==> src/rtl/edge_pkg.sv <==
// Shared definitions for the multi-channel edge detector.
//   MODE_*  : per-channel 2-bit mode encodings (off / rise / fall / both)
//   qualify : gates raw rise/fall indications with a channel mode
package edge_pkg;

  localparam logic [1:0] MODE_OFF  = 2'b00;
  localparam logic [1:0] MODE_RISE = 2'b01;
  localparam logic [1:0] MODE_FALL = 2'b10;
  localparam logic [1:0] MODE_BOTH = 2'b11;

  function automatic logic qualify(input logic [1:0] mode, input logic rise,
                                   input logic fall);
    logic q;
    q = 1'b0;
    unique case (mode)
      MODE_OFF:  q = 1'b0;
      MODE_RISE: q = rise;
      MODE_FALL: q = fall;
      MODE_BOTH: q = rise | fall;
    endcase
    return q;
  endfunction

endpackage

==> src/rtl/edge_chan.sv <==
// One edge-detector channel: optional synchroniser, level history, priming,
// registered pulse, sticky flag and saturating event counter.
// Ports:
//   clk, rst     clock / synchronous active-high reset
//   cin          raw input (may be asynchronous when SYNC_STAGES > 0)
//   mode         2-bit mode for this channel (see edge_pkg)
//   sticky_clr   level clear of the sticky flag
//   cnt_clr      level clear of the counter
//   pulse_nxt    next-state of pulse (lets the top register any_evt in step)
//   pulse        one-cycle registered pulse per qualified edge
//   level        synchronised input level (history register)
//   sticky       set by pulse, held until cleared
//   cnt          saturating count of pulses
module edge_chan
  import edge_pkg::*;
#(
  parameter int unsigned SYNC_STAGES = 2,
  parameter int unsigned CNT_W       = 8
) (
  input  logic             clk,
  input  logic             rst,
  input  logic             cin,
  input  logic [1:0]       mode,
  input  logic             sticky_clr,
  input  logic             cnt_clr,
  output logic             pulse_nxt,
  output logic             pulse,
  output logic             level,
  output logic             sticky,
  output logic [CNT_W-1:0] cnt
);

  // Priming spans SYNC_STAGES+1 edges so the zeroed sync chain has filled with
  // real input before the first edge evaluation; otherwise an input held high
  // through reset would show up as a rising edge.
  localparam int unsigned        PrimeW    = $clog2(SYNC_STAGES + 2);
  localparam logic [PrimeW-1:0]  PrimeDone = PrimeW'(SYNC_STAGES + 1);
  localparam logic [CNT_W-1:0]   CntMax    = {CNT_W{1'b1}};

  logic              sync;
  logic [PrimeW-1:0] prime_q;
  logic              primed;
  logic              level_q;
  logic              pulse_q, pulse_d;
  logic              sticky_q, sticky_d;
  logic [CNT_W-1:0]  cnt_q, cnt_d;
  logic              rise, fall;

  if (SYNC_STAGES == 0) begin : g_bypass
    assign sync = cin;
  end else begin : g_sync
    logic [SYNC_STAGES-1:0] sync_q;
    always_ff @(posedge clk) begin
      if (rst) begin
        sync_q <= '0;
      end else begin
        sync_q[0] <= cin;
        for (int i = 1; i < SYNC_STAGES; i++) begin
          sync_q[i] <= sync_q[i-1];
        end
      end
    end
    assign sync = sync_q[SYNC_STAGES-1];
  end

  assign primed = (prime_q == PrimeDone);
  assign rise   = sync & ~level_q;
  assign fall   = ~sync & level_q;

  always_comb begin
    pulse_d  = primed & qualify(mode, rise, fall);
    // Sticky and counter follow the registered pulse, so a clear issued during
    // the pulse cycle loses to that pulse.
    sticky_d = pulse_q | (sticky_q & ~sticky_clr);
    cnt_d    = cnt_q;
    if (cnt_clr) begin
      cnt_d = pulse_q ? CNT_W'(1) : '0;
    end else if (pulse_q && (cnt_q != CntMax)) begin
      cnt_d = cnt_q + CNT_W'(1);
    end
  end

  always_ff @(posedge clk) begin
    if (rst) begin
      prime_q  <= '0;
      level_q  <= 1'b0;
      pulse_q  <= 1'b0;
      sticky_q <= 1'b0;
      cnt_q    <= '0;
    end else begin
      if (!primed) prime_q <= prime_q + PrimeW'(1);
      level_q  <= sync;
      pulse_q  <= pulse_d;
      sticky_q <= sticky_d;
      cnt_q    <= cnt_d;
    end
  end

  assign pulse_nxt = pulse_d;
  assign pulse     = pulse_q;
  assign level     = level_q;
  assign sticky    = sticky_q;
  assign cnt       = cnt_q;

endmodule

==> src/rtl/edge_detect_multi.sv <==
// Multi-channel edge detector: CH independent edge_chan instances plus a
// registered OR of all pulses.
// Ports:
//   clk, rst     clock / synchronous active-high reset
//   cin[CH]      raw inputs
//   mode[2*CH]   ch i = mode[2i+1:2i]: 00 off, 01 rise, 10 fall, 11 both
//   sticky_clr   per-channel sticky clear (level)
//   cnt_clr      per-channel counter clear (level)
//   pulse        per-channel one-cycle pulse
//   level        per-channel synchronised level
//   sticky       per-channel sticky event flag
//   cnt          ch i = cnt[i*CNT_W +: CNT_W], saturating event count
//   any_evt      OR of all pulse bits, aligned with pulse
module edge_detect_multi
  import edge_pkg::*;
#(
  parameter int unsigned CH          = 4,
  parameter int unsigned SYNC_STAGES = 2,
  parameter int unsigned CNT_W       = 8
) (
  input  logic                clk,
  input  logic                rst,
  input  logic [CH-1:0]       cin,
  input  logic [2*CH-1:0]     mode,
  input  logic [CH-1:0]       sticky_clr,
  input  logic [CH-1:0]       cnt_clr,
  output logic [CH-1:0]       pulse,
  output logic [CH-1:0]       level,
  output logic [CH-1:0]       sticky,
  output logic [CH*CNT_W-1:0] cnt,
  output logic                any_evt
);

  logic [CH-1:0] pulse_nxt;
  logic          any_evt_q;

  for (genvar i = 0; i < CH; i++) begin : g_chan
    edge_chan #(
      .SYNC_STAGES (SYNC_STAGES),
      .CNT_W       (CNT_W)
    ) u_chan (
      .clk        (clk),
      .rst        (rst),
      .cin        (cin[i]),
      .mode       (mode[2*i +: 2]),
      .sticky_clr (sticky_clr[i]),
      .cnt_clr    (cnt_clr[i]),
      .pulse_nxt  (pulse_nxt[i]),
      .pulse      (pulse[i]),
      .level      (level[i]),
      .sticky     (sticky[i]),
      .cnt        (cnt[i*CNT_W +: CNT_W])
    );
  end

  // Registered from the channels' next-state so it lands on the pulse cycle.
  always_ff @(posedge clk) begin
    if (rst) any_evt_q <= 1'b0;
    else     any_evt_q <= |pulse_nxt;
  end

  assign any_evt = any_evt_q;

endmodule

==> config.mk <==
export PLATFORM = sky130hd
export DESIGN_NAME = edge_detect_multi
export DESIGN_NICKNAME = d
export VERILOG_FILES = /design/src/rtl/edge_pkg.sv /design/src/rtl/edge_chan.sv /design/src/rtl/edge_detect_multi.sv
export SDC_FILE = /design/constraint.sdc
export NUM_CORES = 1
export LEC_CHECK = 0
export ABC_AREA = 0
export CAP_MARGIN = 20
export CORE_MARGIN = 1
export CORE_UTILIZATION = 45
export CTS_CLUSTER_SIZE = 10
export DETAILED_ROUTE_END_ITERATION = 16
export PLACE_DENSITY = 0.86
export SLEW_MARGIN = 40
export SYNTH_ARGS = -nofsm -noshare
export SYNTH_HDL_FRONTEND = slang
export SYNTH_SLANG_ARGS = --single-unit
==> constraint.sdc <==
create_clock -name clk -period 1.2 [get_ports clk]
set_input_delay 0.24 -clock clk [delete_from_list [all_inputs] [get_ports clk]]
set_output_delay 0.24 -clock clk [all_outputs]
set_load 0.01 [all_outputs]
### Yosys cells after proc, flatten, opt, wreduce, memory -nomap -nowiden

Index checks and enable logic that the tools add are counted.

* bits in registers: 61
* output and inout port bits: 45

* reductions and logical operators: 13
* mux-type cells: 16
* bitwise operators: 36
* equality and inequality tests: 20
* $add $sub $neg: 8

Operators by type and width (number)
* two-way mux 8 bit: 8
* adder 8 x 1 -> 8 bit (second input constant): 4
* inequality test 8 bit (second input constant): 4
* equality test 2 bit (second input constant): 12
* AND 1 bit: 16
* case mux 1 bit (4 select lines): 4
* NOT 1 bit: 12
* adder 2 x 1 -> 2 bit (second input constant): 4
* equality test 2 x 1 -> 1 bit (second input constant): 4
* logical NOT 2 bit: 4
* OR 1 bit: 8
* nonzero test 2 bit: 4
* logical AND 1 bit: 4
* two-way mux 1 bit: 4
* OR reduction 4 bit: 1

### Longest topological paths before layout

Gate-level depths: netlist of run 1.

* depth in word-level cells: 6
* gate-level depth with buffers: 6
* depth with buffers taken out: 6

### Cells and area by module

Synthesis of run 1 repeated with hierarchy kept, for this count alone.

* cell total of the unflattened synthesis: 331
* area, all modules: 2967.8 sq um

Modules (own cells, without submodules)
* edge_chan: area an instance 734.5 sq um, cells each 82, instances 4
* edge_detect_multi: area an instance 30.0 sq um, cells each 3, instances 1

### Worst setup path before layout of run 1

Ideal clock, no wire load.

* path kind: flip-flop to flip-flop
* start point: reg g_chan[3].u_chan.cnt_q[0]
* end point: reg g_chan[3].u_chan.cnt_q[1]
* required time: 1.077 ns
* stages on the path, launching flop included: 6
* buffers on the path: 0
* library setup time: 0.123 ns
* data arrival time: 1.264 ns
* period minus slack after synthesis: 1.386 ns
* setup slack: -0.186 ns
* cells stage by stage: dfxtp_1 -> ha_1 -> nand4_1 -> o21ai_0 -> mux2i_1 -> nor2_1

* longest elaborated chain between the ends: 3
* elaborated cells between the ends (all ways): 6
* classes of those cells: add/sub (1); eq/ne (1); mux (2); reduce/logical (2)

Ends and longest elaborated chain
* start: declaration: line edge_chan.sv:46 `logic [CNT_W-1:0] cnt_q, cnt_d;`
* start signal: assignment: line edge_chan.sv:95 `cnt_q <= cnt_d;`
* adder 8 x 1 -> 8 bit or inequality test 8 bit (tied branches): line edge_chan.sv:79, edge_chan.sv:78
* two-way mux 8 bit or logical AND 1 bit (tied branches): line edge_chan.sv:78 `end else if (pulse_q && (cnt_q != CntMax)) begin`
* two-way mux 8 bit or nonzero test 2 bit (tied branches)

Parallel ways exist; a longest one is shown, timed or not. The select of a mux whose other input is x is not followed.
A chain may end at the register's enable or synchronous reset.

### Worst setup path after layout of run 1

* start point: reg g_chan[1].u_chan.cnt_q[1]
* end point: reg g_chan[1].u_chan.cnt_q[0]

* longest elaborated chain between the ends: 3

Ends and longest elaborated chain (line)
* start: declaration: edge_chan.sv:46
* start signal: assignment: edge_chan.sv:95
* inequality test 8 bit: edge_chan.sv:78
* logical AND 1 bit: edge_chan.sv:78
* nonzero test 2 bit (no line)

Every way passes these cells.

==> impl_metrics.toml, run 1 <==
[clock_tree]
cts_tree = "built"
clock_latency_ns = 0.34
cts_buffer_depth = 2
path_clk_slew_ns = 0.07
postCtsHoldBufs = 0
cts.sinks = 61
htreeDepth = 3
clockRootBuffer = "clkbuf_8"
cts_made_buffers = 9

[pwr]
power_density_nw_per_um2 = 946
leakage_uw = 0.00187
ir_drop_mv = 0.669

[final_layout]
antenna-diode-count = 0
fin_area_um2 = 4640
fillers = 405
syn_to_final_growth_pct = 60.5
multi_input_area_um2 = 1850
final_layout_size_suffix_gt1_share_pct = 51.6
ff_latch_area_um2 = 1310
fin_nets = 484

[synth]
ys_warn_count = 0
yosys-top-cells-count = "61 x dfxtp_1, 40 x nor2_1, 23 x nand3_1"
synth.avg_cell_area_um2 = 9.00
synthCells = 321
synth_edf_count = 0
synth_area_leaders = "dfxtp_1 42%, ha_1 6.9%, nor2_1 5.2%"
synth.top_cell.area_share_pct = 42.3
synth_ff_type = "dfxtp_1"
synth_async_sr_flop_share_pct = 0
ys_seq_elements = 61
synth.cell_area_um2 = 2890
yosysSeqAreaShare_pct = 42.3
synth.distinct_cells = 48
synth_top_area_cell = "dfxtp_1"
synth_fp_nets = 359
synth_most_common_cell = "dfxtp_1"

[placement]
place_congestion = 0.863
port_buffers = 66
placed_area_um2 = 3990
dp_hpwl_um = 5080
place_ws_ns = -0.313

[timing]
period_share_pct = 108
slew_headroom_pct = 80.7
timing.final.ws_setup_ns = -0.0984
tightest_slew_ns = 0.288
skew_ns = 0.00641
max_freq_mhz = 770
rsz0062_at_grt = "true"
setup_viol = 14
fin_crit_ns = 1.30
maxSlewViolCount = 0
hold_viol = 0

[worst_setup_path]
cp_slowest_cell = "dfxtp_4"
crit_type = "flip-flop to flip-flop"
crit_path_cell_trace = "ha_4, nand4_1, buf_4, o311ai_2, a21oi_1"
cp_data_arrival_time_ns = 1.52
cp.buffers_inverters = 1
crit_fanout = 4
cp_top_family = "flip-flops"
crit_path_start_kind = "flip-flop"
max_stage_delay_ns = 0.38
crit_path_end_kind = "flip-flop"
cp.required_ns = 1.42

[detailed_routing]
routed_wl_um = 8170
first_pass_iters = 4
drc_errors = 0
antenna_left = 0
via_per_inst = 5.43
first_iter_violations = 151
vias = 2849
wl_per_cell_um = 15.6

[flow_run]
maxCapViolCount = 0

[global_routing]
grt.total_usage_pct = 23.4
gr-total-overflow = 0
grt_max_degree = 16
grt_pass1_wl_um = 11800
antenna_found_initial = 0
grt_pass1_vias = 2668

[die]
floorplan.initialDensity_pct = 47.7
die_y_um = 82.1
core_um2 = 6060
die_x_um = 82.1
fp.dieArea_um2 = 6740
rows = 28
io_pins = 67

[min_path]
worstHoldPathType = "primary input to flip-flop"

[outcome]
violations = "setup timing"
status = "complete, but fails checks"
-- per-layer routing --
metal  track usage [%]  wire length, um  vias to the layer above
met2              41.1             4250                      107
met3              4.84              382                       35
met4              14.6              316                        0
met1              25.6             3220                     1336
li1                  -                -                     1371
met5                 0                0                        -
-- layout make-up --
type / count / share of cell area, %
multi-input combinational: 222 / 39.8
sequential: 61 / 28.3
timing repair buffer: 135 / 24.6
clock buffer: 13 / 3.21
tap: 75 / 2.02
inverter: 17 / 1.38
clock inverter: 2 / 0.756
-- where the power goes --
part	switching [uW]	internal (uW)	leakage, uW
Sequential	55.8	2080	0.000521
Combinational	217	256	0.00126
Clock	772	1000	0.0000935
-- cell usage in the layout (no fill, tap or decap), types with 5 or more instances in the layout --
cell,netlist,final
nor2_1,40,36
buf_6,1,6
clkbuf_2,0,13
clkdlybuf4s15_2,0,19
nor2_2,1,5
a211oi_1,7,6
buf_4,14,67
nand2_1,9,8
nand3_4,1,5
clkbuf_8,0,10
nand3_2,1,13
dfxtp_4,0,15
ha_1,16,9
mux2i_1,7,7
nand3_1,23,7
nand4_1,6,6
inv_1,17,13
dfxtp_2,0,26
dfxtp_1,61,20
clkdlybuf4s50_1,0,20
a31oi_1,5,5
nor2b_1,13,13
ha_4,0,7
a21oi_1,17,16
nand2b_1,13,9
-- cell families (layout without fill, tap and decap cells) --
| family | Yosys count | in the layout | share of synthesized area [%] |
|---|---|---|---|
| buffers and inverters | 38 | 167 | 7.06 |
| xor gates and xnor gates | 7 | 7 | 2.12 |
| muxes | 7 | 7 | 2.43 |
| AOI/OAI and AO/OA | 61 | 61 | 14.3 |
| DFF | 61 | 61 | 42.3 |
| adders and majority gates | 16 | 16 | 6.93 |
| and+or+nand+nor | 131 | 131 | 24.9 |
-- flip-flops by register name (all words and copies together) (netlist names) --
register and count:
g_chan.u_chan.cnt 32, g_chan.u_chan.sticky 4, g_chan.u_chan.prime_q 8, g_chan.u_chan.pulse 4, g_chan.u_chan.level 4, g_chan.u_chan.g_sync.sync_q 8, any_evt 1
-- final timing paths --
path,start,end,slack (ns),cells after the start
hold / removal,rst,g_chan[1].u_chan.pulse,0.36,3
hold reg to reg,g_chan[0].u_chan.g_sync.sync_q[0],g_chan[0].u_chan.g_sync.sync_q[1],0.44,1
setup / recovery,g_chan[1].u_chan.cnt[1],g_chan[1].u_chan.cnt[0],-0.1,5
setup reg to reg,g_chan[1].u_chan.cnt[1],g_chan[1].u_chan.cnt[0],-0.1,5
-- repair_timing --
action / in CTS / in global routing
pin swaps: 21 / 27
gates resized for setup: 161 / 85
setup buffers: 6 / 10
setup endpoints to repair: 63 / 60
-- per-stage QoR --
step,std cells,hold WS [ns],setup TNS (ns),total power [uW],util [%]
after global placement,494,0.419,-8.08,2600,65.8
after floorplan,321,0.368,-0.00907,2440,-
final,525,0.364,-0.596,4390,76.5
after CTS,515,0.443,-0.142,4400,72.4
after detailed placement,494,0.427,-9.76,2630,65.8
after global routing,525,0.378,-2.12,4570,76.5
-- tightest hold or removal path: cells and delay by family --
kind,cells,cell delay (ns)
buffers and inverters,2,0.35
and+or+nand+nor,1,0.06
No activity file was read; power rests on OpenSTA's default activity.
==> run 2: changes to the inputs <==
- CORE_UTILIZATION: 45 -> 47
- CTS_BUF_LIST: unset -> sky130_fd_sc_hd__clkbuf_4
- PLACE_DENSITY: 0.86 -> 0.89
==> run 2 against run 1 <==
  * Setup slack worse by 0.056 ns
  * Largest power group unchanged
  * Critical path depth unchanged
  * Critical endpoint is now g_chan[1].u_chan.cnt[1]
  * The run still ends with setup timing left
  * Count of clock-buffer cells in the layout down 4
==> impl_metrics.toml, run 2 (synthesis gave the netlist of run 1 again) <==
[die]
io_pins = 67
floorplan.initialDensity_pct = 48.8
rows = 28
die_y_um = 80.4
die_x_um = 80.4
fp.dieArea_um2 = 6460
core_um2 = 5920

[pwr]
leakage_uw = 0.00193
ir_drop_mv = 0.665
power_density_nw_per_um2 = 848

[clock_tree]
clock_latency_ns = 0.41
cts_made_buffers = 9
htreeDepth = 3
clockRootBuffer = "clkbuf_4"
cts.sinks = 61
path_clk_slew_ns = 0.11
postCtsHoldBufs = 0
cts_tree = "built"
cts_buffer_depth = 2

[timing]
final.setup.tns_ns = -0.935
period_share_pct = 113
fin_worst_hold_slack_ns = 0.372
setup_viol = 17
timing.final.ws_setup_ns = -0.155
max_freq_mhz = 738
slew_headroom_pct = 77.1
rsz0062_at_grt = "true"
tightest_slew_ns = 0.342
skew_ns = 0.0126
hold_viol = 0
fin_crit_ns = 1.35
maxSlewViolCount = 0

[final_layout]
layout_common_cells = "79 x buf_4, 38 x nor2_1, 36 x dfxtp_2, 36 x buf_2, 21 x clkdlybuf4s50_1"
largest_reg_flops = 32
syn_to_final_growth_pct = 58.9
final_common_cell = "buf_4"
layoutNonFillerInstCount = 542
fin_nets = 500
antenna-diode-count = 0
final_layout_size_suffix_gt1_share_pct = 57.8
fin_util_pct = 77.6

[worst_setup_path]
crit_path_cell_trace = "ha_4, nand4_1, o21ai_2, mux2i_1, nor2_1"
max_stage_delay_ns = 0.39
crit_path_start_kind = "flip-flop"
cp_slowest_cell = "dfxtp_4"
cp_data_arrival_time_ns = 1.66
cp.required_ns = 1.51
cp.buffers_inverters = 0
crit_fanout = 4
crit_type = "flip-flop to flip-flop"
cp_top_family = "flip-flops"
crit_path_end_kind = "flip-flop"

[placement]
placedCellCount = 492
place_ws_ns = -0.322
place_congestion = 0.870
dp_hpwl_um = 5230
port_buffers = 66

[detailed_routing]
via_per_inst = 5.50
antenna_left = 0
drc_errors = 0
first_pass_iters = 4
wl_per_cell_um = 15.8
routed_wl_um = 8540
vias = 2982
first_iter_violations = 153

[global_routing]
gr-total-overflow = 0
grt_pass1_wl_um = 12900
met3_usage_pct = 4.77
busiest_layer = "met2"
met1_usage_pct = 26.4
grt.total_usage_pct = 26.2
grt_pass1_vias = 2935
grt_max_degree = 20
antenna_found_initial = 0
grt_use_met2_pct = 49.7

[outcome]
violations = "setup timing"
status = "complete, but fails checks"

[flow_run]
maxCapViolCount = 0

[min_path]
worstHoldPathType = "primary input to flip-flop"
-- run 2: cell types whose count changed in the layout (fill, tap and decap cells not counted), moves of 4 or more --
cell,delta
dfxtp_1,-8
clkbuf_2,-13
buf_2,+34
clkdlybuf4s15_1,-4
clkdlybuf4s15_2,-19
buf_4,+12
clkbuf_4,+9
dfxtp_2,+10
buf_6,+9
clkbuf_8,-10
-- run 2: power by group --
group,leakage [uW],internal (uW),total (uW),switching [uW]
Sequential,0.000524,2090,2150,58.3
Clock,0.0000639,431,1280,846
Combinational,0.00135,253,471,218
Total,0.00193,2770,3890,1120
-- run 2: worst register-to-register path: stages, from the launching register on --
cell and delay, ns:
dfxtp_4 0.39, ha_4 0.14, nand4_1 0.19, o21ai_2 0.26, mux2i_1 0.23, nor2_1 0.06
-- run 2: what timing repair did --
| item | 4_1_cts | 5_1_grt |
|---|---|---|
| endpoints found under the setup margin | 65 | 41 |
| setup buffers | 27 | 7 |
| pin swaps | 26 | 34 |
| hold endpoints to repair | 0 | 0 |
| resized for setup | 255 | 58 |
-- run 2: stage by stage --
step                total power [uW]  area (um^2)
finish                          3890         4590
global route                    4110         4590
CTS                             3880         4260
detailed placement              2640         3970
global placement                2590         3970
floorplan                       2440         2970
-- run 2: final timing paths --
path                                startpoint                           endpoint  slack [ns]  cells past startpoint
max                    g_chan[1].u_chan.cnt[1]            g_chan[1].u_chan.cnt[1]       -0.15                      5
min                                     cin[3]  g_chan[3].u_chan.g_sync.sync_q[0]        0.37                      2
max reg2reg            g_chan[1].u_chan.cnt[1]            g_chan[1].u_chan.cnt[1]       -0.15                      5
min reg2reg  g_chan[3].u_chan.g_sync.sync_q[0]  g_chan[3].u_chan.g_sync.sync_q[1]        0.45                      1
-- run 2: cell type report --
class,instances,area (um^2)
Clock buffer,9,67.6
Inverter,17,63.8
Tap cell,75,93.8
Sequential cell,61,1320
Multi-Input combinational cell,222,1850
Clock inverter,7,51.3
Fill cell,387,1330
Timing Repair Buffer,151,1150
-- run 2: per-layer routing --
layer / wire (um) / part of all wire (%)
met1: 3180 / 37
met2: 4620 / 54
met3: 465 / 5.4
met4: 270 / 3.2
met5: 0 / 0
